### src/rtl/bldc_commutation_controller.sv
// Six-step trapezoidal BLDC commutation controller: Hall synchronizer, dead-time
// sequencing between gate patterns and PWM on the active high-side switch.
module bldc_commutation_controller #(
    parameter int unsigned DEAD_CYCLES = 50
) (
    input  logic       clk,
    input  logic       rst_n,
    input  logic       enable,
    input  logic       dir,
    input  logic [7:0] duty,
    input  logic [2:0] hall,
    output logic       HA,
    output logic       HB,
    output logic       HC,
    output logic       LA,
    output logic       LB,
    output logic       LC,
    output logic       fault,
    output logic       comm_pulse
);

    typedef enum logic [1:0] {
        ST_IDLE  = 2'd0,
        ST_DEAD  = 2'd1,
        ST_DRIVE = 2'd2,
        ST_FAULT = 2'd3
    } state_t;

    // The counter expires on the DEAD_CYCLES-th clock after loading.
    localparam logic [7:0] DEAD_LOAD = 8'(DEAD_CYCLES - 1);

    function automatic logic hall_legal(input logic [2:0] code);
        hall_legal = (code != 3'b000) && (code != 3'b111);
    endfunction

    // Returns {high phase, low phase}, each one-hot in {A,B,C} order.
    function automatic logic [5:0] phase_map(input logic [2:0] code, input logic rev);
        logic [2:0] hi;
        logic [2:0] lo;
        case (code)
            3'b101:  begin hi = 3'b100; lo = 3'b010; end
            3'b100:  begin hi = 3'b100; lo = 3'b001; end
            3'b110:  begin hi = 3'b010; lo = 3'b001; end
            3'b010:  begin hi = 3'b010; lo = 3'b100; end
            3'b011:  begin hi = 3'b001; lo = 3'b100; end
            3'b001:  begin hi = 3'b001; lo = 3'b010; end
            default: begin hi = 3'b000; lo = 3'b000; end
        endcase
        if (rev) begin
            phase_map = {lo, hi};
        end else begin
            phase_map = {hi, lo};
        end
    endfunction

    logic [2:0] hall_meta_r;
    logic [2:0] hall_sync_r;
    state_t     state_r;
    state_t     next_state_s;
    logic [2:0] hall_q_r;
    logic       dir_q_r;
    logic [7:0] dead_cnt_r;
    logic [7:0] pwm_cnt_r;
    logic [2:0] next_hall_q_s;
    logic       next_dir_q_s;
    logic [7:0] next_dead_s;
    logic       legal_s;
    logic       change_s;
    logic [5:0] pattern_s;
    logic       pwm_on_s;
    logic [2:0] gate_hi_s;
    logic [2:0] gate_lo_s;
    logic [2:0] gate_hi_r;
    logic [2:0] gate_lo_r;
    logic       fault_r;
    logic       comm_pulse_r;

    assign legal_s  = hall_legal(hall_sync_r);
    assign change_s = (hall_sync_r != hall_q_r) || (dir != dir_q_r);

    // Two-flop synchronizer for the asynchronous Hall inputs.
    always_ff @(posedge clk or negedge rst_n) begin
        if (!rst_n) begin
            hall_meta_r <= 3'b000;
            hall_sync_r <= 3'b000;
        end else begin
            hall_meta_r <= hall;
            hall_sync_r <= hall_meta_r;
        end
    end

    // Next-state, latch and dead-counter decisions.
    always_comb begin
        next_state_s  = state_r;
        next_hall_q_s = hall_q_r;
        next_dir_q_s  = dir_q_r;
        next_dead_s   = dead_cnt_r;
        if (!enable) begin
            next_state_s = ST_IDLE;
        end else begin
            case (state_r)
                ST_IDLE: begin
                    if (legal_s) begin
                        next_state_s  = ST_DEAD;
                        next_hall_q_s = hall_sync_r;
                        next_dir_q_s  = dir;
                        next_dead_s   = DEAD_LOAD;
                    end else begin
                        next_state_s = ST_FAULT;
                    end
                end
                ST_DEAD: begin
                    if (!legal_s) begin
                        next_state_s = ST_FAULT;
                    end else if (change_s) begin
                        next_hall_q_s = hall_sync_r;
                        next_dir_q_s  = dir;
                        next_dead_s   = DEAD_LOAD;
                    end else if (dead_cnt_r == 8'd0) begin
                        next_state_s = ST_DRIVE;
                    end else begin
                        next_dead_s = dead_cnt_r - 8'd1;
                    end
                end
                ST_DRIVE: begin
                    if (!legal_s) begin
                        next_state_s = ST_FAULT;
                    end else if (change_s) begin
                        next_state_s  = ST_DEAD;
                        next_hall_q_s = hall_sync_r;
                        next_dir_q_s  = dir;
                        next_dead_s   = DEAD_LOAD;
                    end else begin
                        next_state_s = ST_DRIVE;
                    end
                end
                ST_FAULT: next_state_s = ST_FAULT;
                default:  next_state_s = ST_IDLE;
            endcase
        end
    end

    // Gate pattern for the coming cycle; nonzero only when entering or staying in DRIVE.
    always_comb begin
        pattern_s = phase_map(next_hall_q_s, next_dir_q_s);
        pwm_on_s  = (pwm_cnt_r < duty);
        gate_hi_s = 3'b000;
        gate_lo_s = 3'b000;
        if (next_state_s == ST_DRIVE) begin
            gate_hi_s = pattern_s[5:3] & {3{pwm_on_s}};
            gate_lo_s = pattern_s[2:0];
        end else begin
            gate_hi_s = 3'b000;
            gate_lo_s = 3'b000;
        end
    end

    // State, applied Hall code, dead-time and PWM counters.
    always_ff @(posedge clk or negedge rst_n) begin
        if (!rst_n) begin
            state_r    <= ST_IDLE;
            hall_q_r   <= 3'b000;
            dir_q_r    <= 1'b0;
            dead_cnt_r <= 8'd0;
            pwm_cnt_r  <= 8'd0;
        end else begin
            state_r    <= next_state_s;
            hall_q_r   <= next_hall_q_s;
            dir_q_r    <= next_dir_q_s;
            dead_cnt_r <= next_dead_s;
            pwm_cnt_r  <= pwm_cnt_r + 8'd1;
        end
    end

    // Registered gate, fault and commutation-pulse outputs.
    always_ff @(posedge clk or negedge rst_n) begin
        if (!rst_n) begin
            gate_hi_r    <= 3'b000;
            gate_lo_r    <= 3'b000;
            fault_r      <= 1'b0;
            comm_pulse_r <= 1'b0;
        end else begin
            gate_hi_r    <= gate_hi_s;
            gate_lo_r    <= gate_lo_s;
            fault_r      <= (next_state_s == ST_FAULT);
            comm_pulse_r <= (state_r == ST_DEAD) && (next_state_s == ST_DRIVE);
        end
    end

    assign HA         = gate_hi_r[2];
    assign HB         = gate_hi_r[1];
    assign HC         = gate_hi_r[0];
    assign LA         = gate_lo_r[2];
    assign LB         = gate_lo_r[1];
    assign LC         = gate_lo_r[0];
    assign fault      = fault_r;
    assign comm_pulse = comm_pulse_r;

endmodule

### config.mk
export PLATFORM = sky130hd
export DESIGN_NAME = bldc_commutation_controller
export DESIGN_NICKNAME = d
export VERILOG_FILES = /design/src/rtl/bldc_commutation_controller.sv
export SDC_FILE = /design/constraint.sdc
export NUM_CORES = 1
export LEC_CHECK = 0
export BUFFER_PORTS_ARGS = -buffer_cell sky130_fd_sc_hd__buf_2
export CAP_MARGIN = 20
export CORE_ASPECT_RATIO = 1.25
export CORE_MARGIN = 2
export CORE_UTILIZATION = 36
export DETAILED_ROUTE_END_ITERATION = 8
export SYNTH_ARGS = -nofsm -noshare
export SYNTH_HDL_FRONTEND = slang
export SYNTH_SLANG_ARGS = --single-unit
### constraint.sdc
create_clock -name clk -period 5 [get_ports clk]
set_clock_uncertainty 0.05 [all_clocks]
set_input_delay 0.5 -clock clk [delete_from_list [all_inputs] [get_ports clk]]
set_output_delay 0.5 -clock clk [all_outputs]
set_load 0.02 [all_outputs]
==> metrics.cfg, run 1 <==
[cells_and_area]
layout_commonest_cell = dfrtp_1
antenna_cells = 0
syn_to_final_growth_pct = 12.7
nets = 251
layout.cells.most_common_list = dfrtp_1 (36), buf_2 (22), inv_1 (19)
finalNonFillerCells = 287
drive_gt1_frac = 0.202

[die]
die_area_mm2 = 0.00638
io_pins = 23
fp-row-count = 30
start_util = 0.378
coreArea_mm2 = 0.00548
die_height_um = 88.8
dieWidth_um = 71.8

[clocking]
postCtsSetupRepairBufs = 0
cts_sinks = 36
htreeDepth = 2
ctsHoldBuffers = 0
cts_resized = 0
cts_inserted_buffers = 5
cts_tree = yes
clk_pin_slew_ns = 0.08
clockBufferDepth = 2
cts-root-buf = clkbuf_8
clk_latency_ns = 0.29

[synth]
syn_area_per_cell_um2 = 10.4
yosysSeqAreaShare = 0.435
synth_cell_types = 57
synth_area_mm2 = 0.00207
syn-instance-count = 200
synth_seq_cells = 36
ys_warn_count = 0
synth_edf_count = 0
ys.flop_type = dfrtp_1
synth.net_count = 229
async_flop_share = 1.00

[power_and_ir_drop]
leakage_nw = 1.08
powerDensity_mw_per_mm2 = 411
ir_drop_uv = 208

[timing]
fin_crit_sh = 0.514
period_minus_slack_ns = 2.57
worst_pin_slew_ns = 0.781
rsz0062_at_grt = no
tns_ns = 0
slew_violations = 0
timing.slew.headroom = 0.479
max_freq_mhz = 389
hold_viol = 0
setup_viol = 0

[detailed_routing]
wirelength_um = 4050
dr_total_vias = 1532
ant_nets = 0
vias_per_cell = 5.34
dr.pass1.iters = 4
dr.first_iter.drc_count = 38
drc_errors = 0
wl_per_cell_um = 14.1

[grt]
antenna_found_initial = 0
grt_usage = 0.136
grt-ovfl-total = 0
grt_first_pass_wirelength_um = 6760
grt_max_degree = 37
grt_pass1_vias = 1503

[setup_path]
start_kind = flop
arrival_ns = 2.68
criticalPathCategory = flop to flop
path_max_fanout = 10
crit_path_end_kind = flop
required_ns = 5.11

[hold_path]
hold_path.class = primary input to async pin

[run_status]
outcome = completed

[placed_design]
hpwl_um = 3030
place_congestion = 0.780
post-place-cells = 279
io_buffers = 22

[run]
max_cap_violations = 0

-- stage by stage --
step / area (µm²) / hold slack (ns) / setup WS, ns / total power [W] / utilization
5_1_grt: 2330 / 0.250 / 2.21 / 0.00102 / 0.426
2_1_floorplan: 2070 / 0.154 / 2.79 / 0.000621 / -
6_report: 2330 / 0.236 / 2.43 / 0.000959 / 0.426
4_1_cts: 2330 / 0.261 / 2.41 / 0.000969 / 0.426
3_3_place_gp: 2210 / 0.283 / 2.36 / 0.000682 / 0.403
3_5_place_dp: 2210 / 0.287 / 2.34 / 0.000688 / 0.403
-- final cells by class --
type | count | area [µm²]
multi-input cells | 138 | 1050
inverters | 19 | 71.3
clock inverters | 1 | 30.0
clock buffers | 7 | 96.3
flip-flops and latches | 36 | 901
repair buffers | 22 | 110
fillers | 528 | 3150
well taps | 64 | 80.1
-- registers in the layout, summed over array words and instances, names as in the netlist --
signal,count
hall_meta_r,3
state_r,2
gate_lo_r,3
hall_q_r,3
gate_hi_r,3
comm_pulse,1
dir_q_r,1
pwm_cnt_r,8
dead_cnt_r,8
hall_sync_r,3
fault,1
-- synth_stat cells (all sizes together), types with 2 or more instances --
library cell	number	area [µm²]
inv	19	71.3
nor2	3	11.3
or4	3	26.3
clkbuf	3	11.3
o21a	4	31.3
nor4	3	33.8
nor3	5	25.0
a21oi	15	75.1
a2bb2oi	2	17.5
xor2	6	52.6
or3	7	48.8
nand3	14	70.1
o21ai	5	25.0
dfrtp	36	901
buf	4	41.3
nand2b	4	25.0
ha	14	175
xnor2	4	35.0
and3	3	20.0
a21o	5	37.5
nand2	10	37.5
nor2b	2	12.5
and2	2	15.0
a32oi	2	25.0
a211oi	3	27.5
-- per-layer routing --
metal	vias up	GRT usage	wire length (µm)
met5	-	0	0
met4	0	0.0566	74
met3	6	0.0353	105
met2	21	0.250	2100
met1	746	0.149	1770
li1	759	-	-
-- cell families (layout without fill, tap and decap cells) --
group / count (synthesis) / after routing / synth area share
fa+ha+maj: 14 / 14 / 0.0846
xor+xnor: 10 / 10 / 0.0423
simple gates: 61 / 61 / 0.175
buf+inv: 26 / 49 / 0.0598
flops: 36 / 36 / 0.435
compound gates: 53 / 53 / 0.203
-- where the power goes --
part / leakage, nW / switching [W] / internal [W]
Combinational: 0.565 / 0.000204 / 0.000122
Sequential: 0.450 / 0.0000303 / 0.000324
Clock: 0.0645 / 0.000102 / 0.000176
-- critical path, cell delays in order (launching register included) --
cell,delay (ns)
dfrtp_1,0.41
ha_1,0.27
nor2b_1,0.54
nand3_1,0.24
or4_1,0.45
o21ai_0,0.13
or3b_1,0.35
-- path summary, 6_finish.rpt --
check	slack, ns	to	cells past startpoint	startpoint
hold / removal	0.24	dead_cnt_r[6]$_DFFE_PN0P_	1	rst_n
setup reg to reg	2.43	dead_cnt_r[5]$_DFFE_PN0P_	6	state_r[0]$_DFF_PN0_
setup / recovery	2.43	dead_cnt_r[5]$_DFFE_PN0P_	6	state_r[0]$_DFF_PN0_
min in group clk	0.27	hall_meta_r[1]$_DFF_PN0_	1	hall[1]
max in group asynchronous	4.16	hall_sync_r[2]$_DFF_PN0_	1	rst_n
hold reg to reg	0.30	hall_sync_r[0]$_DFF_PN0_	0	hall_meta_r[0]$_DFF_PN0_
No activity file was read; power rests on OpenSTA's default activity.
==> run 2: changes to the inputs <==
clock period = 2.4 ns   (was 5 ns; I/O delays follow)
==> run 2 against run 1 <==
  * The flow now finishes with violations (hold timing)
  * Global-route usage rose by 0.55 points
  * Critical path depth did not move
  * Cell area rose by 4.7%
  * Maximum frequency rose by 14%
  * Combinational power rose by 140%
  * Clock power rose by 65%
  * Worst hold slack got worse by 0.26 ns
  * Register-to-register slack got worse by 2.3 ns
  * Largest cell class unchanged
==> metrics.cfg, run 2 (synthesized netlist as in run 1, its figures left out) <==
[timing]
hold_viol = 36  ; +36
period_minus_slack_ns = 2.26  ; -0.308 ns
fin_crit_sh = 0.942  ; +0.428
worst_pin_slew_ns = 0.794  ; +0.0134 ns
rsz0062_at_grt = no
hold_ws_ns = -0.0207  ; -0.257 ns
timing.slew.headroom = 0.470  ; -0.00894
max_freq_mhz = 442  ; +14%
slew_violations = 0  ; unchanged
tns_ns = 0  ; unchanged
setup_viol = 0  ; unchanged

[setup_path]
slowest_stage = or4_4
start_kind = flop
r2r_setup_slack_ns = 0.14  ; -2.29 ns
crit_path_end_kind = flop
arrival_ns = 2.35  ; -0.33 ns
criticalPathCategory = flop to flop
required_ns = 2.49  ; -2.62 ns
cp_cell_sequence = or4_4 > o311ai_2 > o21a_1 > o21ai_0 > a211oi_1 > a31oi_1
path_max_fanout = 6  ; -4
max_stage_delay_ns = 0.57  ; +0.03 ns

[run_status]
violations = hold timing
outcome = finished, violations left

[clocking]
clk_latency_ns = 0.29  ; about the same
htreeDepth = 2  ; unchanged
cts-root-buf = clkbuf_8
clockBufferDepth = 2  ; unchanged
cts_sinks = 36  ; unchanged
cts_tree = yes
cts_inserted_buffers = 5  ; unchanged
clk_pin_slew_ns = 0.07  ; about the same

[cells_and_area]
antenna_cells = 0  ; unchanged
multiInputGateArea_mm2 = 0.00106  ; +1.7%
syn_to_final_growth_pct = 18.1
layout_commonest_cell = dfrtp_1
layout.cells.most_common_list = dfrtp_1 (35), buf_2 (22), inv_1 (19)
seq_area_um2 = 902  ; +0.14%
reg_top3 = dead_cnt_r x8, pwm_cnt_r x8
nets = 266  ; +6.0%
fill_cells = 529  ; +0.19%
drive_gt1_frac = 0.265  ; +0.0629

[detailed_routing]
wirelength_um = 4050  ; about the same
drc_errors = 0  ; unchanged
vias_per_cell = 5.17  ; -3.2%
dr_total_vias = 1560  ; +1.8%
dr.first_iter.drc_count = 54  ; +42%
ant_nets = 0  ; unchanged
wl_per_cell_um = 13.4  ; -5.0%
dr.pass1.iters = 4  ; unchanged

[power_and_ir_drop]
leakage_nw = 1.13  ; +4.5%
powerDensity_mw_per_mm2 = 802  ; +95%
totalPowerFinal_w = 0.00196  ; +100%
ir_drop_uv = 449  ; +120%

[grt]
antenna_found_initial = 0  ; unchanged
grt_usage = 0.142  ; +0.00547
grt_first_pass_wirelength_um = 6970  ; +3.2%
grt-ovfl-total = 0  ; unchanged
grt_max_degree = 37  ; unchanged
grt_pass1_vias = 1516  ; +0.86%

[die]
coreArea_mm2 = 0.00548  ; unchanged
die_height_um = 88.8  ; unchanged
die_area_mm2 = 0.00638  ; unchanged
fp-row-count = 30  ; unchanged
dieWidth_um = 71.8  ; unchanged
io_pins = 23  ; unchanged
start_util = 0.378  ; unchanged

[placed_design]
io_buffers = 22  ; unchanged
place_congestion = 0.831  ; +6.6%
hpwl_um = 3040  ; +0.13%

[run]
max_cap_violations = 0  ; unchanged

[hold_path]
hold_path.class = primary input to async pin

## run 2: cell count changes in the layout (fill, tap and decap cells not counted), sizes merged
| cell | change |
|---|---|
| clkbuf | -1 |
| dlygate4sd3 | +3 |
| buf | +12 |
| bufinv | -1 |
| clkinvlp | +2 |
## run 2: area by class of cell
class / count / area share
timing repair buffer: 37 / 0.0942
tap: 64 / 0.0328
sequential: 36 / 0.369
clock buffer: 6 / 0.0338
inverter: 19 / 0.0292
multi-input combinational: 138 / 0.435
clock inverter: 2 / 0.00614
## run 2: metrics by stage
stage	setup slack [ns]	hold slack, ns	area, µm²	util	std cells
final	0.139	-0.0207	2440	0.446	302
after global routing	0.00833	0.0626	2440	0.446	302
after CTS	0.0729	0.0132	2420	0.441	301
after detailed placement	0.0932	0.287	2290	0.418	290
after global placement	0.105	0.283	2290	0.418	290
after floorplan	0.185	-0.106	2070	-	200
## run 2: repair_timing
item                                    in CTS  in global routing
buffers inserted                             0                  1
endpoints found under the setup margin       0                  7
hold endpoints to repair                     3                  0
hold buffers                                 3                  0
gates resized for setup                      0                  6
## run 2: final timing paths
check                                          start                        end  cells past startpoint
setup reg to reg           dead_cnt_r[4]$_DFFE_PN0P_  dead_cnt_r[4]$_DFFE_PN0P_                      6
hold / removal                                 rst_n  dead_cnt_r[5]$_DFFE_PN0P_                      1
max in group asynchronous                      rst_n   hall_sync_r[2]$_DFF_PN0_                      1
hold reg to reg             hall_meta_r[1]$_DFF_PN0_   hall_sync_r[1]$_DFF_PN0_                      0
setup / recovery           dead_cnt_r[4]$_DFFE_PN0P_  dead_cnt_r[4]$_DFFE_PN0P_                      6
min in group clk                              enable       state_r[0]$_DFF_PN0_                      3
## run 2: worst max-delay path, delay by kind of cell, from the launching register on
family	cells	cell delay [ns]
AO/OA/AOI/OAI	5	1.08
flip-flops	1	0.40
AND/OR/NAND/NOR	1	0.57
## run 2: power by group
| part | leakage [nW] | switching (W) | internal [W] |
|---|---|---|---|
| clock | 0.0434 | 0.000226 | 0.000232 |
| sequential | 0.449 | 0.0000583 | 0.000675 |
| combinational | 0.636 | 0.000445 | 0.000323 |
## run 2: metal layers
layer | global-route usage | wire (µm)
met5 | 0 | 0
met4 | 0.0583 | 70
met3 | 0.0342 | 117
met2 | 0.253 | 2040
met1 | 0.162 | 1820
==> run 3: changes to the inputs <==
BUFFER_PORTS_ARGS = default   (was -buffer_cell sky130_fd_sc_hd__buf_2)
DONT_BUFFER_PORTS = 1   (was default)
GPL_ROUTABILITY_DRIVEN = 0   (was default)
==> run 3 against run 2 <==
  * The flow now finishes without violations
  * Combinational power fell by 6.2%
  * Critical path depth rose by 2
  * Clock power fell by 3%
  * Sequential power rose by 4.0%
==> metrics.cfg, run 3 (synthesized netlist as in run 1, its figures left out) <==
[run_status]
outcome = completed

[cells_and_area]
drive_gt1_frac = 0.158  ; -0.107
reg_top3 = dead_cnt_r x8, pwm_cnt_r x8
layout.cells.most_common_list = dfrtp_1 (36), inv_1 (19), a21oi_1 (15)
layout_commonest_cell = dfrtp_1
fin_util = 0.426  ; -0.0201
final_area_mm2 = 0.00233  ; -4.5%
antenna_cells = 0  ; unchanged
syn_to_final_growth_pct = 12.7
nets = 243  ; -8.6%

[placed_design]
place_area_mm2 = 0.00217  ; -5.5%
io_buffers = 0  ; -100%
hpwl_um = 3090  ; +1.6%

[timing]
slew_violations = 0  ; unchanged
tns_ns = 0  ; unchanged
period_minus_slack_ns = 2.28  ; +0.0209 ns
setup_viol = 0  ; unchanged
max_freq_mhz = 438  ; -0.92%
timing.slew.headroom = 0.704  ; +0.234
rsz0062_at_grt = no
hold_ws_ns = 0.0521  ; +0.0728 ns
hold_viol = 0  ; -100%
worst_pin_slew_ns = 0.442  ; -0.352 ns
fin_crit_sh = 0.951  ; +0.00871

[power_and_ir_drop]
leakage_nw = 1.04  ; -8.1%
sw_frac_of_total = 0.375  ; +0.00253
combPwrFrac = 0.374  ; -0.018
power_frac_clock = 0.230  ; -0.004
netSwitchingPower_w = 0.000721  ; -1.1%
intPower_w = 0.00120  ; -2.2%
ir_drop_uv = 548  ; +22%
totalPowerFinal_w = 0.00192  ; -1.8%
powerDensity_mw_per_mm2 = 824  ; +2.8%
seqPwrFrac = 0.397  ; +0.023

[setup_path]
critPathTopFamily = simple AND/OR/NAND/NOR gates
required_ns = 2.56  ; +0.07 ns
arrival_ns = 2.44  ; +0.09 ns
criticalPathCategory = flop to flop
start_kind = flop
crit-reg2reg-capture = gate_hi_r[0]$_DFF_PN0_
worstSetupStartpoint = hall_sync_r[0]$_DFF_PN0_
crit_buf_inv = 2  ; +2
r2r_setup_slack_ns = 0.12  ; -0.02 ns
reg2reg_from = hall_sync_r[0]$_DFF_PN0_
crit_end = gate_hi_r[0]$_DFF_PN0_
crit_path_end_kind = flop
path_max_fanout = 7  ; +1
slowest_stage = dfrtp_1
worst-r2r-cell-count = 8  ; +2
max_stage_delay_ns = 0.45  ; -0.12 ns
cp_cell_sequence = xor2_1 > nor4_4 > buf_6 > o21ba_2 > o21a_2 > inv_1 > or3_1 > a21oi_1
crit_cells = 8  ; +2

[detailed_routing]
dr.first_iter.drc_count = 82  ; +52%
ant_nets = 0  ; unchanged
wirelength_um = 4190  ; +3.6%
drc_errors = 0  ; unchanged
vias_per_cell = 5.43  ; +5.1%
dr.pass1.iters = 4  ; unchanged
wl_per_cell_um = 15.0  ; +12%
dr_total_vias = 1515  ; -2.9%

[clocking]
cts_inserted_buffers = 5  ; unchanged
cts-root-buf = clkbuf_8
cts_tree = yes
clk_pin_slew_ns = 0.07  ; about the same
clockBufferDepth = 2  ; unchanged
cts_sinks = 36  ; unchanged
htreeDepth = 2  ; unchanged
clk_latency_ns = 0.29  ; about the same

[grt]
grt-ovfl-total = 0  ; unchanged
grt_pass1_vias = 1477  ; -2.6%
antenna_found_initial = 0  ; unchanged
grt_first_pass_wirelength_um = 7090  ; +1.8%
grt_max_degree = 37  ; unchanged
grt_usage = 0.145  ; +0.00298

[die]
dieWidth_um = 71.8  ; unchanged
fp-row-count = 30  ; unchanged
die_area_mm2 = 0.00638  ; unchanged
coreArea_mm2 = 0.00548  ; unchanged
start_util = 0.378  ; unchanged
io_pins = 23  ; unchanged
die_height_um = 88.8  ; unchanged

[run]
max_cap_violations = 0  ; unchanged

[hold_path]
worstHoldPathCells = 2
hold_path.class = primary input to flop

## run 3: power by group through the flow
stage	clock [W]	combinational (W)	sequential (W)
after global routing	0.000488	0.000797	0.000773
after floorplan	0	0.000543	0.000751
after CTS	0.000463	0.000713	0.000757
final	0.000442	0.000720	0.000763
after global placement	0	0.000677	0.000767
after detailed placement	0	0.000688	0.000769
## run 3: area by class of cell
| cell class | instances | area [µm²] |
|---|---|---|
| fill | 537 | 3150 |
| clock inverter | 2 | 10.0 |
| tap | 64 | 80.1 |
| inverter | 19 | 71.3 |
| multi-input combinational | 138 | 1060 |
| clock buffer | 6 | 82.6 |
| timing repair buffer | 14 | 131 |
| sequential | 36 | 901 |
## run 3: metal layers
layer,vias up,GRT usage,share of wire
met5,-,0,0
met4,0,0.0669,0.019
li1,748,-,-
met2,24,0.253,0.51
met1,736,0.170,0.45
met3,7,0.0319,0.025
## run 3: worst min path at each step
stage | start | end | slack, ns
final | enable | state_r[0]$_DFF_PN0_ | 0.05
after global routing | enable | state_r[0]$_DFF_PN0_ | 0.04
after CTS | enable | state_r[0]$_DFF_PN0_ | 0.04
after detailed placement | rst_n | dead_cnt_r[3]$_DFFE_PN0P_ | -0.10
after global placement | rst_n | dead_cnt_r[4]$_DFFE_PN0P_ | -0.10
after floorplan | rst_n | comm_pulse$_DFF_PN0_ | -0.11
## run 3: repair_timing
item / CTS / global route
endpoints found under the setup margin: 0 / 6
gates resized for setup: 0 / 4
hold buffers: 5 / 0
endpoints found under the hold margin: 39 / 0
buffers inserted: 0 / 0
## run 3: through the flow
| stage | setup slack, ns | instances |
|---|---|---|
| floorplan | 0.185 | 200 |
| global placement | 0.136 | 266 |
| detailed placement | 0.104 | 266 |
| CTS | 0.0803 | 279 |
| global route | 0.00731 | 279 |
| finish | 0.118 | 279 |
